**config.mk**
```make
export PLATFORM = sky130hd
export DESIGN_NAME = rand_delay_ctrl
export DESIGN_NICKNAME = d
export VERILOG_FILES = /design/src/rtl/rand_delay_ctrl.sv
export SDC_FILE = /design/constraint.sdc
export NUM_CORES = 1
export LEC_CHECK = 0
export BUFFER_PORTS_ARGS = -buffer_cell sky130_fd_sc_hd__buf_2
export CAP_MARGIN = 5
export CELL_PAD_IN_SITES_DETAIL_PLACEMENT = 1
export CELL_PAD_IN_SITES_GLOBAL_PLACEMENT = 1
export CORE_ASPECT_RATIO = 0.75
export CORE_MARGIN = 5
export CORE_UTILIZATION = 45
export CTS_CLUSTER_DIAMETER = 80
export DETAILED_ROUTE_END_ITERATION = 10
export PLACE_DENSITY = 0.87
export SYNTH_ARGS = -nofsm -noshare
export SYNTH_HDL_FRONTEND = slang
export SYNTH_SLANG_ARGS = --single-unit
```
**constraint.sdc**
```tcl
create_clock -name clk -period 2.5 [get_ports clk]
set_input_delay 0.25 -clock clk [delete_from_list [all_inputs] [get_ports clk]]
set_output_delay 0.25 -clock clk [all_outputs]
set_load 0.01 [all_outputs]
```
**src/rtl/rand_delay_ctrl.sv**
```systemverilog
// rand_delay_ctrl
//   Sequencer for the shared 12-bit LFSR in the reaction-timer game. On start
//   it requests one LFSR step, waits for the LFSR to report ready (with a
//   timeout fallback), turns the captured value into a bounded delay in
//   milliseconds, counts that delay down and then raises go until the player
//   presses. A press during the countdown is reported as a false start.
//
// Ports
//   clk          system clock
//   rst_n        asynchronous active-low reset
//   start        1-cycle pulse, begin a round (only honoured in IDLE)
//   press        1-cycle pulse, debounced player key
//   abort        1-cycle pulse, cancel the current round
//   lfsr_val     current LFSR output
//   lfsr_ready   LFSR output valid after a step
//   lfsr_step    1-cycle request to advance the LFSR
//   go           level, high from delay expiry until press/abort
//   false_start  1-cycle pulse, press during the countdown
//   done         1-cycle pulse, valid press while go is high
//   fetch_fault  sticky, last fetch timed out; cleared by the next start
//   busy         high in every state except IDLE
//   delay_ms     delay chosen for the current/last round
//   state_dbg    encoded state for LEDs (IDLE=0 FETCH=1 WAIT=2 GO=3)

module rand_delay_ctrl #(
    parameter int CLK_PER_MS = 50000,
    parameter int MIN_MS     = 1000,
    parameter int RAND_BITS  = 11,
    parameter int FETCH_TO   = 255
) (
    input  logic        clk,
    input  logic        rst_n,
    input  logic        start,
    input  logic        press,
    input  logic        abort,
    input  logic [11:0] lfsr_val,
    input  logic        lfsr_ready,
    output logic        lfsr_step,
    output logic        go,
    output logic        false_start,
    output logic        done,
    output logic        fetch_fault,
    output logic        busy,
    output logic [15:0] delay_ms,
    output logic [1:0]  state_dbg
);

    localparam logic [1:0] S_IDLE  = 2'd0;
    localparam logic [1:0] S_FETCH = 2'd1;
    localparam logic [1:0] S_WAIT  = 2'd2;
    localparam logic [1:0] S_GO    = 2'd3;

    localparam int PW = (CLK_PER_MS > 1) ? $clog2(CLK_PER_MS) : 1;
    localparam int FW = (FETCH_TO > 1) ? $clog2(FETCH_TO) : 1;

    localparam logic [PW-1:0] PRESC_RELOAD = PW'(CLK_PER_MS - 1);
    localparam logic [FW-1:0] FETCH_LAST   = FW'(FETCH_TO - 1);
    localparam logic [15:0]   MIN_DELAY    = 16'(MIN_MS);
    localparam logic [11:0]   RAND_MASK    = 12'((1 << RAND_BITS) - 1);

    logic [1:0]    state, state_n;
    logic [FW-1:0] fetch_cnt, fetch_cnt_n;
    logic [PW-1:0] presc, presc_n;
    logic [15:0]   ms_left, ms_left_n;
    logic [15:0]   delay_n;
    logic [15:0]   captured;
    logic          step_n, go_n, fs_n, done_n, fault_n, busy_n;

    // Bounded random delay: only the low RAND_BITS of the LFSR contribute.
    assign captured  = MIN_DELAY + {4'b0000, lfsr_val & RAND_MASK};
    assign state_dbg = state;

    always_comb begin
        // NOTE: every signal written here gets a default first, so no path
        // leaves it unassigned and no latch is inferred.
        state_n     = state;
        fetch_cnt_n = fetch_cnt;
        presc_n     = presc;
        ms_left_n   = ms_left;
        delay_n     = delay_ms;
        fault_n     = fetch_fault;
        go_n        = go;
        step_n      = 1'b0;
        fs_n        = 1'b0;
        done_n      = 1'b0;

        case (state)
            S_IDLE: begin
                go_n = 1'b0;
                if (start) begin
                    state_n     = S_FETCH;
                    step_n      = 1'b1;
                    fault_n     = 1'b0;
                    fetch_cnt_n = '0;
                end
            end

            S_FETCH: begin
                if (abort || press) begin
                    state_n = S_IDLE;
                end else if (lfsr_ready) begin
                    delay_n   = captured;
                    ms_left_n = captured;
                    presc_n   = PRESC_RELOAD;
                    state_n   = S_WAIT;
                end else if (fetch_cnt == FETCH_LAST) begin
                    // LFSR never answered: fall back to the minimum delay.
                    delay_n   = MIN_DELAY;
                    ms_left_n = MIN_DELAY;
                    presc_n   = PRESC_RELOAD;
                    fault_n   = 1'b1;
                    state_n   = S_WAIT;
                end else begin
                    fetch_cnt_n = fetch_cnt + 1'b1;
                end
            end

            S_WAIT: begin
                // abort beats press, press beats expiry in the same cycle.
                if (abort) begin
                    state_n = S_IDLE;
                end else if (press) begin
                    fs_n    = 1'b1;
                    state_n = S_IDLE;
                end else if (presc == '0) begin
                    presc_n = PRESC_RELOAD;
                    if (ms_left <= 16'd1) begin
                        ms_left_n = '0;
                        go_n      = 1'b1;
                        state_n   = S_GO;
                    end else begin
                        ms_left_n = ms_left - 16'd1;
                    end
                end else begin
                    presc_n = presc - 1'b1;
                end
            end

            default: begin  // S_GO
                if (abort) begin
                    go_n    = 1'b0;
                    state_n = S_IDLE;
                end else if (press) begin
                    done_n  = 1'b1;
                    go_n    = 1'b0;
                    state_n = S_IDLE;
                end
            end
        endcase

        busy_n = (state_n != S_IDLE);
    end

    // NOTE: sequential state uses non-blocking assignments only, so every
    // register samples the pre-edge values computed above.
    always_ff @(posedge clk or negedge rst_n) begin
        if (!rst_n) begin
            state       <= S_IDLE;
            fetch_cnt   <= '0;
            presc       <= '0;
            ms_left     <= '0;
            delay_ms    <= '0;
            fetch_fault <= 1'b0;
            go          <= 1'b0;
            lfsr_step   <= 1'b0;
            false_start <= 1'b0;
            done        <= 1'b0;
            busy        <= 1'b0;
        end else begin
            state       <= state_n;
            fetch_cnt   <= fetch_cnt_n;
            presc       <= presc_n;
            ms_left     <= ms_left_n;
            delay_ms    <= delay_n;
            fetch_fault <= fault_n;
            go          <= go_n;
            lfsr_step   <= step_n;
            false_start <= fs_n;
            done        <= done_n;
            busy        <= busy_n;
        end
    end

endmodule

```
== After elaboration in Yosys (flattened, before gate mapping) ==
Index checks and enable logic that the tools add are counted.
Word-level totals
  logic and storage cells: 95
  output and inout bits: 24
  input bits: 18
  flip-flop bits (word level): 64
Operators by class
  reductions and logical operators: 15
  add/sub/neg operators: 4
  $lt $le $gt $ge: 1
  muxes and demuxes: 49
  bitwise operators: 2
  eq/ne operators: 13
Operators with widths (count)
  16-bit two-way mux: 13
  16-bit one-hot mux with 2 select lines: 2
  8-bit two-way mux: 4
  16-bit by 1-bit subtractor with 16-bit output (second input constant): 2
  2-bit two-way mux: 10
  2-bit inequality test (second input constant): 9
  16-bit by 1-bit <= comparator with 1-bit output (second input constant): 1
  16-bit zero test: 1
  1-bit two-way mux: 16
  8-bit one-hot mux with 2 select lines: 1
  5-bit AND reduction: 3
  10-bit by 11-bit adder with 12-bit output (first input constant): 1
  6-bit AND reduction: 2
  8-bit by 1-bit adder with 8-bit output (second input constant): 1
  8-bit == test (second input constant): 1
  2-bit nonzero test: 4
  2-bit one-hot mux with 3 select lines: 1
  4-bit nonzero test: 1
  3-bit inequality test (second input constant): 1
  1-bit one-hot mux with 3 select lines: 1
  3-bit AND reduction: 1
  3-bit OR reduction: 1
  2-bit by 1-bit == test with 1-bit output (second input constant): 1
  2-bit == test (second input constant): 1
  other kinds (4): 5

== Depth between registers and ports, before layout ==
Gate-level depths: netlist of the first run.
  word-level depth: 7
  depth in mapped cells: 9

== Worst setup path before layout of the first run ==
No wires, ideal clock.
  kind: register -> register
  start point: register fetch_cnt[0]
  end point: register ms_left[0]
  period minus slack after synthesis: 2048 ps
  path slack: 452 ps
  arrival time: 1924 ps
  stages on the path, launching flop included: 9
  data required time: 2375 ps
  path through: dfrtp_1 -> inv_1 -> ha_1 -> and3_1 -> a211oi_2 -> or2_1 -> clkbuf_1 -> nor2_2 -> mux2_2
On the way
  word-level cells in the longest chain between the ends: 3
Ends and longest elaborated chain
  from (decl): line 62  | logic [FW-1:0] fetch_cnt, fetch_cnt_n;
  from (signal assigned): line 171  | fetch_cnt <= fetch_cnt_n;
  8-bit == test: line 106  | end else if (fetch_cnt == FETCH_LAST) begin
  3-bit inequality test (no source line)
  6-bit AND reduction (no source line)
  to (signal assigned): line 173  | ms_left <= ms_left_n;
  to (decl): line 64  | logic [15:0] ms_left, ms_left_n;
Every way passes these cells.
A chain may end at the register's enable or synchronous reset.

== Worst setup path in the final report of the first run ==
  start point: register presc[0]
  end point: register ms_left[12]
On the way
  word-level cells in the longest chain between the ends: 3
Ends and longest elaborated chain
  from (decl): line 63  | logic [PW-1:0] presc, presc_n;
  from (signal assigned): line 172  | presc <= presc_n;
  16-bit zero test: line 125  | end else if (presc == '0) begin
  2-bit inequality test (no source line)
  6-bit AND reduction (no source line)
Every way passes these cells.

==> results.yml, run 1 <==
clock_tree:
  hold_buffers: 0
  htreeDepth: 3
  worstSkewPairLatency_ns: 0.35
  ctsResizeCount: 0
  cts_tree: "built"
  cts_setup_buffers: 0
  root_buffer: "clkbuf_8"
  clock_sink_count: 60
  path_clk_slew_ns: 0.08
  cts_buffer_depth: 2
  cts_buffers: 9
timing:
  max_freq_mhz: 432.1
  hold_viol_final: 0
  slew_violations: 0
  period_share_pct: 92.56
  layout_min_cycle_time_ns: 2.314
  setup_tns_ns: 0
  skew_ns: 0.009650
  tightest_slew_ns: 0.7659
  rsz0062_at_grt: "no"
  finalSetupViolCount: 0
  hold-worst-slack_ns: 0.06564
  relSlewSlack_pct: 48.94
finish:
  syn_to_final_growth_pct: 18.27
  finalNetCount: 431
  drive_above_1_share_pct: 23.79
  n_antenna_cell: 0
  fillers: 845
floorplan:
  die_w_um: 110.0
  dieArea_sq_mm: 0.009355
  row_count: 27
  die_h_um: 85.02
  start_util_pct: 46.07
  io_pins: 42
  core-area_sq_mm: 0.007331
route:
  drtIter0Drc: 152
  antenna_left: 0
  via_count: 3069
  routed_wl_mm: 9.920
  viasPerCell: 5.982
  dr.pass1.iters: 4
  drcViolationCount: 0
  avgRoutedWirePerCell_um: 19.34
synthesis:
  ys_seq_elements: 60
  postSynth.asyncResetShare_pct: 100.0
  yosysSeqAreaShare_pct: 44.46
  synth_cells: 356
  ys_warn_count: 0
  synth.largest_area_cell: "dfrtp_1"
  synth_cell_type_count: 72
  synth_common_cells: "dfrtp_1 (60), nand2_1 (35), nor2_1 (24)"
  netlist.area_leader.share_pct: 44.46
  syn_area_sq_mm: 0.003377
  avgSynthCellArea_sq_um: 9.486
  synth_edf_count: 0
  ys_top_cells_by_area: "dfrtp_1 (44%), nand2_1 (3.9%), o21ai_0 (3.0%), nor2_1 (2.7%), nor3_1 (2.5%)"
  synth_most_common_cell: "dfrtp_1"
  synth_ff_type: "dfrtp_1"
setup_path:
  cp-start-kind: "flop"
  critPathCaptureType: "flop"
  setup.worst_path.class: "reg2reg"
  critPathArrivalTime_ns: 2.54
  cp.required_ns: 2.72
  critical_path.max_fanout: 6
worst_hold_path:
  hold_path.class: "in2async"
global_route:
  grt_antenna_before_repair: 0
  gr-usage-all-layers_pct: 21.81
  grt.overflow.total: 0
  grt_pass1_vias: 3213
  grt_pass1_wl_mm: 16.05
  grt_max_degree: 61
run:
  drv_cap: 0
pwr:
  ir_drop_v: 0.0005381
  powerDensity_mw_per_mm2: 936.8
  leakage_nw: 1.738
placed_design:
  dp_hpwl_mm: 7.194
  place_congestion: 0.8492
  port_buffers: 36
outcome:
  status: "finished clean"
## where the power goes
part	switching, W	internal, W	total (W)
clock	0.000440	0.000568	0.00101
combinational	0.000685	0.000496	0.00118
sequential	0.000299	0.00125	0.00155
total	0.00142	0.00232	0.00374
## registers in the layout, summed over array words and instances (netlist names)
register     flops
state_dbg        2
fetch_fault      1
fetch_cnt        8
ms_left         16
presc           16
delay_ms        12
lfsr_step        1
busy             1
false_start      1
done             1
go               1
## cell type report
cell class	instances	area [sq um]	share of cell area (%)
multi-input cells	266	1753	43.89
flip-flops and latches	60	1501	37.59
repair buffers	58	345.3	8.647
well taps	101	126.4	3.164
clock buffers	9	123.9	3.102
clock inverters	7	98.84	2.475
inverters	12	45.04	1.128
## cells by family (layout without fill, tap and decap cells)
group	count (synthesis)	count (layout)	share of synthesized area (%)
compound gates	97	97	21.05
fa+ha+maj	6	6	2.223
other cells	1	4	0.1110
simple gates	141	141	22.56
xor+xnor	11	11	2.853
buf+inv	33	86	4.483
mux	7	7	2.260
flops	60	60	44.46
## critical path: stages, from the launching register on
cell and delay [ns]:
dfrtp_1 0.42, inv_1 0.07, ha_1 0.23, nor4b_1 0.31, and4_1 0.33, nand2b_1 0.29, nand2_1 0.14, a221o_1 0.39
## placed cells by master, fill, tap and decap left out, types with 7 or more instances in the layout
| master | instances |
|---|---|
| dfrtp_1 | 60 |
| buf_2 | 36 |
| nand2_1 | 35 |
| nor2_1 | 24 |
| buf_4 | 22 |
| o21ai_0 | 20 |
| nor3_1 | 16 |
| a21oi_1 | 14 |
| nand3_1 | 13 |
| inv_1 | 12 |
| o211ai_1 | 9 |
| clkbuf_8 | 9 |
| nor4_1 | 7 |
| xor2_1 | 7 |
## routing by layer
| layer | share of wire (%) | routed length [um] | track usage [%] |
|---|---|---|---|
| met1 | 47 | 4657 | 30.59 |
| met2 | 45 | 4444 | 33.48 |
| met3 | 6.6 | 653 | 4.791 |
| met4 | 1.7 | 165 | 6.795 |
| met5 | 0 | 0 | 0 |
## path summary, 6_finish.rpt
path                       depth (start not counted)  slack, ns      endpoint    startpoint
min in group clk                                   2       0.12   false_start         abort
hold reg to reg                                    2       0.47  delay_ms[10]  delay_ms[10]
setup / recovery                                   7       0.19   ms_left[12]      presc[0]
hold / removal                                     2       0.07  fetch_cnt[7]         rst_n
setup reg to reg                                   7       0.19   ms_left[12]      presc[0]
max in group asynchronous                          2       1.93   ms_left[14]         rst_n
## metrics by stage
step	utilization [%]	worst slack (ns)	instance area [sq um]	instances	total power [W]
after floorplan	-	0.4517	3388	359	0.002227
after global placement	51.20	0.1959	3754	497	0.002628
after detailed placement	51.20	0.07899	3754	497	0.002715
after CTS	54.24	0.08306	3976	513	0.003742
after global routing	54.48	0.05323	3994	513	0.003976
final	54.48	0.1860	3994	513	0.003742
Note: power is estimated with default switching activity, not from simulation.
==> inputs of run 2 (changes only) <==
--- a/config.mk
+++ b/config.mk
@@ -14,6 +14,7 @@
 export CORE_UTILIZATION = 45
 export CTS_CLUSTER_DIAMETER = 80
 export DETAILED_ROUTE_END_ITERATION = 10
+export GPL_TIMING_DRIVEN = 0
 export PLACE_DENSITY = 0.87
 export SYNTH_ARGS = -nofsm -noshare
 export SYNTH_HDL_FRONTEND = slang
==> run 2 against run 1 <==
Net effect: non-clock buffer count unchanged; largest cell class unchanged; critical path type unchanged; count of clock-buffer cells in the layout unchanged; setup slack worse by 0.027 ns; critical endpoint is now ms_left[15]; cell count unchanged.
==> results.yml, run 2 (same netlist as run 1, synthesis figures left out) <==
outcome:
  status: "finished clean"
route:
  routed_wl_mm: 9.841
  viasPerCell: 5.982
  avgRoutedWirePerCell_um: 19.18
  drcViolationCount: 0
  dr.pass1.iters: 5
  drtIter0Drc: 166
  antenna_left: 0
  via_count: 3069
clock_tree:
  cts_setup_buffers: 0
  path_clk_slew_ns: 0.08
  cts_buffer_depth: 2
  htreeDepth: 3
  clock_sink_count: 60
  cts_buffers: 9
  root_buffer: "clkbuf_8"
  worstSkewPairLatency_ns: 0.35
  cts_tree: "built"
finish:
  final_common_cell: "dfrtp_1"
  layout_common_cells: "dfrtp_1 (60), buf_2 (41), nand2_1 (35)"
  finalNetCount: 431
  syn_to_final_growth_pct: 17.75
  fillers: 865
  n_antenna_cell: 0
  drive_above_1_share_pct: 22.33
  top_regs: "ms_left x16, presc x16, delay_ms x12"
  final_cells: 513
timing:
  relSlewSlack_pct: 37.43
  layout_min_cycle_time_ns: 2.341
  slew_violations: 0
  max_freq_mhz: 427.2
  period_share_pct: 93.64
  setup_tns_ns: 0
  tightest_slew_ns: 0.9300
  skew_ns: 0.01512
  hold-worst-slack_ns: 0.1312
  hold_viol_final: 0
  finalSetupViolCount: 0
global_route:
  grtUsageMet3_pct: 4.943
  grt.busiest_layer: "met2"
  gr-usage-all-layers_pct: 21.96
  grt_antenna_before_repair: 0
  met2_usage_pct: 33.76
  grt_pass1_vias: 3191
  grt.overflow.total: 0
  grt_pass1_wl_mm: 16.22
  grt_max_degree: 32
  grt_use_met1_pct: 31.06
setup_path:
  cp.required_ns: 2.72
  cp-start-kind: "flop"
  critical_path.max_fanout: 10
  setup.worst_path.class: "reg2reg"
  critPathCaptureType: "flop"
  r2r_slack_ns: 0.16
  critPathArrivalTime_ns: 2.56
pwr:
  powerDensity_mw_per_mm2: 904.9
  ir_drop_v: 0.0004990
  power_w: 0.003598
  leakage_nw: 1.708
placed_design:
  port_buffers: 36
  place_congestion: 0.8358
  dp_hpwl_mm: 7.003
  place_inst: 497
worst_hold_path:
  hold_path.class: "in2reg"
floorplan:
  die_h_um: 85.02
  die_w_um: 110.0
  io_pins: 42
  row_count: 27
  core-area_sq_mm: 0.007331
  start_util_pct: 46.07
  dieArea_sq_mm: 0.009355
run:
  drv_cap: 0
==> run 2: cell types whose count changed in the layout (fill, tap and decap cells not counted), sizes merged <==
cell	change
clkinv	+1
inv	-1
buf	-10
dlygate4sd3	+1
bufinv	-1
clkinvlp	+1
clkbuf	+9
==> run 2: through the flow <==
stage / instance area (sq um) / util [%] / worst slack (ns)
finish: 3976 / 54.24 / 0.1589
global route: 3976 / 54.24 / -0.006537
floorplan: 3388 / - / 0.4517
detailed placement: 3715 / 50.67 / -0.08014
CTS: 3938 / 53.71 / -0.005453
global placement: 3695 / 50.40 / 0.09163
==> run 2: layer usage <==
metal  up-vias  share of wire, %
met5         -                 0
met4         0              0.99
met3        11               6.2
met2        94                46
met1      1534                46
li1       1430                 -
==> run 2: final timing paths <==
path	from	to	depth (start not counted)
setup / recovery	presc[0]	ms_left[15]	8
hold / removal	abort	false_start	2
setup reg to reg	presc[0]	ms_left[15]	8
hold reg to reg	delay_ms[10]	delay_ms[10]	2
max in group asynchronous	rst_n	ms_left[9]	3
min in group asynchronous	rst_n	fetch_cnt[7]	2
==> run 2: critical path: stages (launching register included) <==
cell	delay (ns)
dfrtp_1	0.42
inv_1	0.08
ha_1	0.24
nor4b_1	0.27
and4_1	0.32
nand2b_1	0.33
buf_4	0.25
o211ai_1	0.11
a32o_1	0.22
==> run 2: power by group <==
| group | internal (W) | switching, W |
|---|---|---|
| Clock | 0.000465 | 0.000433 |
| Sequential | 0.00125 | 0.000290 |
| Combinational | 0.000462 | 0.000696 |
| Total | 0.00218 | 0.00142 |
==> run 2: area by class of cell <==
type / count / area, sq um / share of cell area (%)
Multi-Input combinational cell: 266 / 1787 / 44.93
Sequential cell: 60 / 1501 / 37.76
Timing Repair Buffer: 38 / 210.2 / 5.286
Tap cell: 101 / 126.4 / 3.178
Clock buffer: 9 / 123.9 / 3.115
Buffer: 20 / 106.4 / 2.675
Clock inverter: 7 / 76.32 / 1.919
Inverter: 12 / 45.04 / 1.133
==> run 2: repair_timing <==
| item | in CTS | in global routing |
|---|---|---|
| endpoints found under the setup margin | 10 | 22 |
| hold buffers | 1 | 0 |
| gates resized for setup | 3 | 9 |
| hold endpoints to repair | 30 | 0 |
==> inputs of run 3 (changes only) <==
==> constraint.sdc (replaced) <==
create_clock -name clk -period 2.3 [get_ports clk]
set_input_delay 0.23 -clock clk [delete_from_list [all_inputs] [get_ports clk]]
set_output_delay 0.23 -clock clk [all_outputs]
set_load 0.01 [all_outputs]
==> run 3 against run 2 <==
Net effect: core utilization up 1.3 points; die area did not move; routed wire length grew 4.3%; global-route usage grew 0.41 points; sequential share of layout area fell by 0.90 points; first-iteration DRC count is 2.4% lower; critical path type unchanged; critical endpoint unchanged; largest cell class unchanged; highest routed layer unchanged.
==> results.yml, run 3 (same netlist as run 1, synthesis figures left out) <==
outcome:
  status: "finished clean"
setup_path:
  critPathCaptureType: "flop"
  cp.required_ns: 2.52
  r2r_slack_ns: 0.07
  setup.worst_path.class: "reg2reg"
  cp-start-kind: "flop"
  critical_path.max_fanout: 10
  critPathArrivalTime_ns: 2.45
worst_hold_path:
  hold_path.class: "in2reg"
placed_design:
  dp_hpwl_mm: 7.003
  place_inst: 497
  place_congestion: 0.8358
  port_buffers: 36
  pre_cts_ws_ns: -0.2801
clock_tree:
  root_buffer: "clkbuf_8"
  cts_buffer_depth: 2
  clock_sink_count: 60
  path_clk_slew_ns: 0.08
  htreeDepth: 3
  cts_tree: "built"
  cts_buffers: 9
  worstSkewPairLatency_ns: 0.35
timing:
  setup_ws_ns: 0.07199
  finalSetupViolCount: 0
  skew_ns: 0.01243
  layout_min_cycle_time_ns: 2.228
  hold_viol_final: 0
  period_share_pct: 96.87
  slew_violations: 0
  setup_tns_ns: 0
  relSlewSlack_pct: 50.76
  tightest_slew_ns: 0.7386
  max_freq_mhz: 448.8
route:
  avgRoutedWirePerCell_um: 19.86
  viasPerCell: 6.002
  routed_wl_mm: 10.27
  dr.pass1.iters: 5
  drcViolationCount: 0
  via_count: 3103
  antenna_left: 0
  drtIter0Drc: 162
floorplan:
  dieArea_sq_mm: 0.009355
  start_util_pct: 46.07
  die_h_um: 85.02
  io_pins: 42
  row_count: 27
  core-area_sq_mm: 0.007331
  die_w_um: 110.0
global_route:
  grt_pass1_vias: 3202
  grt_pass1_wl_mm: 16.47
  grt_max_degree: 32
  gr-usage-all-layers_pct: 22.38
  grt_antenna_before_repair: 0
  grt.overflow.total: 0
finish:
  fillers: 854
  final_cells: 517
  layout_common_cells: "dfrtp_1 (60), buf_2 (41), nand2_1 (35)"
  top_regs: "ms_left x16, presc x16, delay_ms x12"
  n_antenna_cell: 0
  seq_area_sq_mm: 0.001501
  multi_input_area_sq_mm: 0.001847
  syn_to_final_growth_pct: 20.64
  finalNetCount: 435
  final_common_cell: "dfrtp_1"
  drive_above_1_share_pct: 25.96
run:
  drv_cap: 0
pwr:
  powerDensity_mw_per_mm2: 982.1
  leakage_nw: 1.746
  ir_drop_v: 0.0005681
  power_w: 0.004001
==> run 3: timing repair <==
item / in CTS / in global routing
setup endpoints to repair: 37 / 27
pin swaps: 1 / 3
setup buffers: 2 / 3
hold buffers: 1 / 0
gates cloned: 0 / 0
resized for setup: 12 / 17
endpoints found under the hold margin: 30 / 0
==> run 3: power by group <==
part / total (W) / switching (W) / leakage, nW / internal, W
combinational: 0.00133 / 0.000786 / 0.895 / 0.000540
sequential: 0.00169 / 0.000327 / 0.755 / 0.00136
clock: 0.000987 / 0.000482 / 0.0958 / 0.000506
total: 0.00400 / 0.00159 / 1.75 / 0.00241
==> run 3: worst max-delay path: stages (launching register included) <==
cell	delay, ns
dfrtp_1	0.42
inv_1	0.08
ha_1	0.24
nor4b_1	0.29
and4_4	0.31
nand2b_4	0.20
buf_4	0.20
o211ai_1	0.12
a32o_1	0.24
==> run 3: worst paths after layout <==
check,depth (start not counted),from,to
max in group asynchronous,3,rst_n,ms_left[9]
min in group asynchronous,2,rst_n,fetch_cnt[7]
setup / recovery,8,presc[0],ms_left[15]
hold reg to reg,2,delay_ms[10],delay_ms[10]
hold / removal,2,abort,false_start
setup reg to reg,8,presc[0],ms_left[15]
==> run 3: area by class of cell <==
| class | count | share of cell area, % |
|---|---|---|
| repair buffers | 43 | 6.081 |
| clock inverters | 7 | 1.873 |
| inverters | 12 | 1.106 |
| multi-input cells | 266 | 45.33 |
| well taps | 101 | 3.102 |
| flip-flops and latches | 60 | 36.86 |
| plain buffers | 19 | 2.611 |
| clock buffers | 9 | 3.041 |
==> run 3: stage by stage <==
step	utilization, %	area (sq um)	hold slack [ns]
2_1_floorplan	-	3388	-0.06559
3_3_place_gp	50.40	3695	0.4496
3_5_place_dp	50.67	3715	0.3245
4_1_cts	54.36	3985	0.1005
5_1_grt	55.57	4074	0.1141
6_report	55.57	4074	0.1133
==> run 3: routing by layer <==
| layer | track usage (%) | up-vias | wire length, um |
|---|---|---|---|
| met4 | 6.342 | 0 | 134 |
| met1 | 31.54 | 1556 | 4853 |
| li1 | - | 1437 | - |
| met3 | 5.095 | 16 | 571 |
| met2 | 34.36 | 94 | 4709 |
| met5 | 0 | - | 0 |
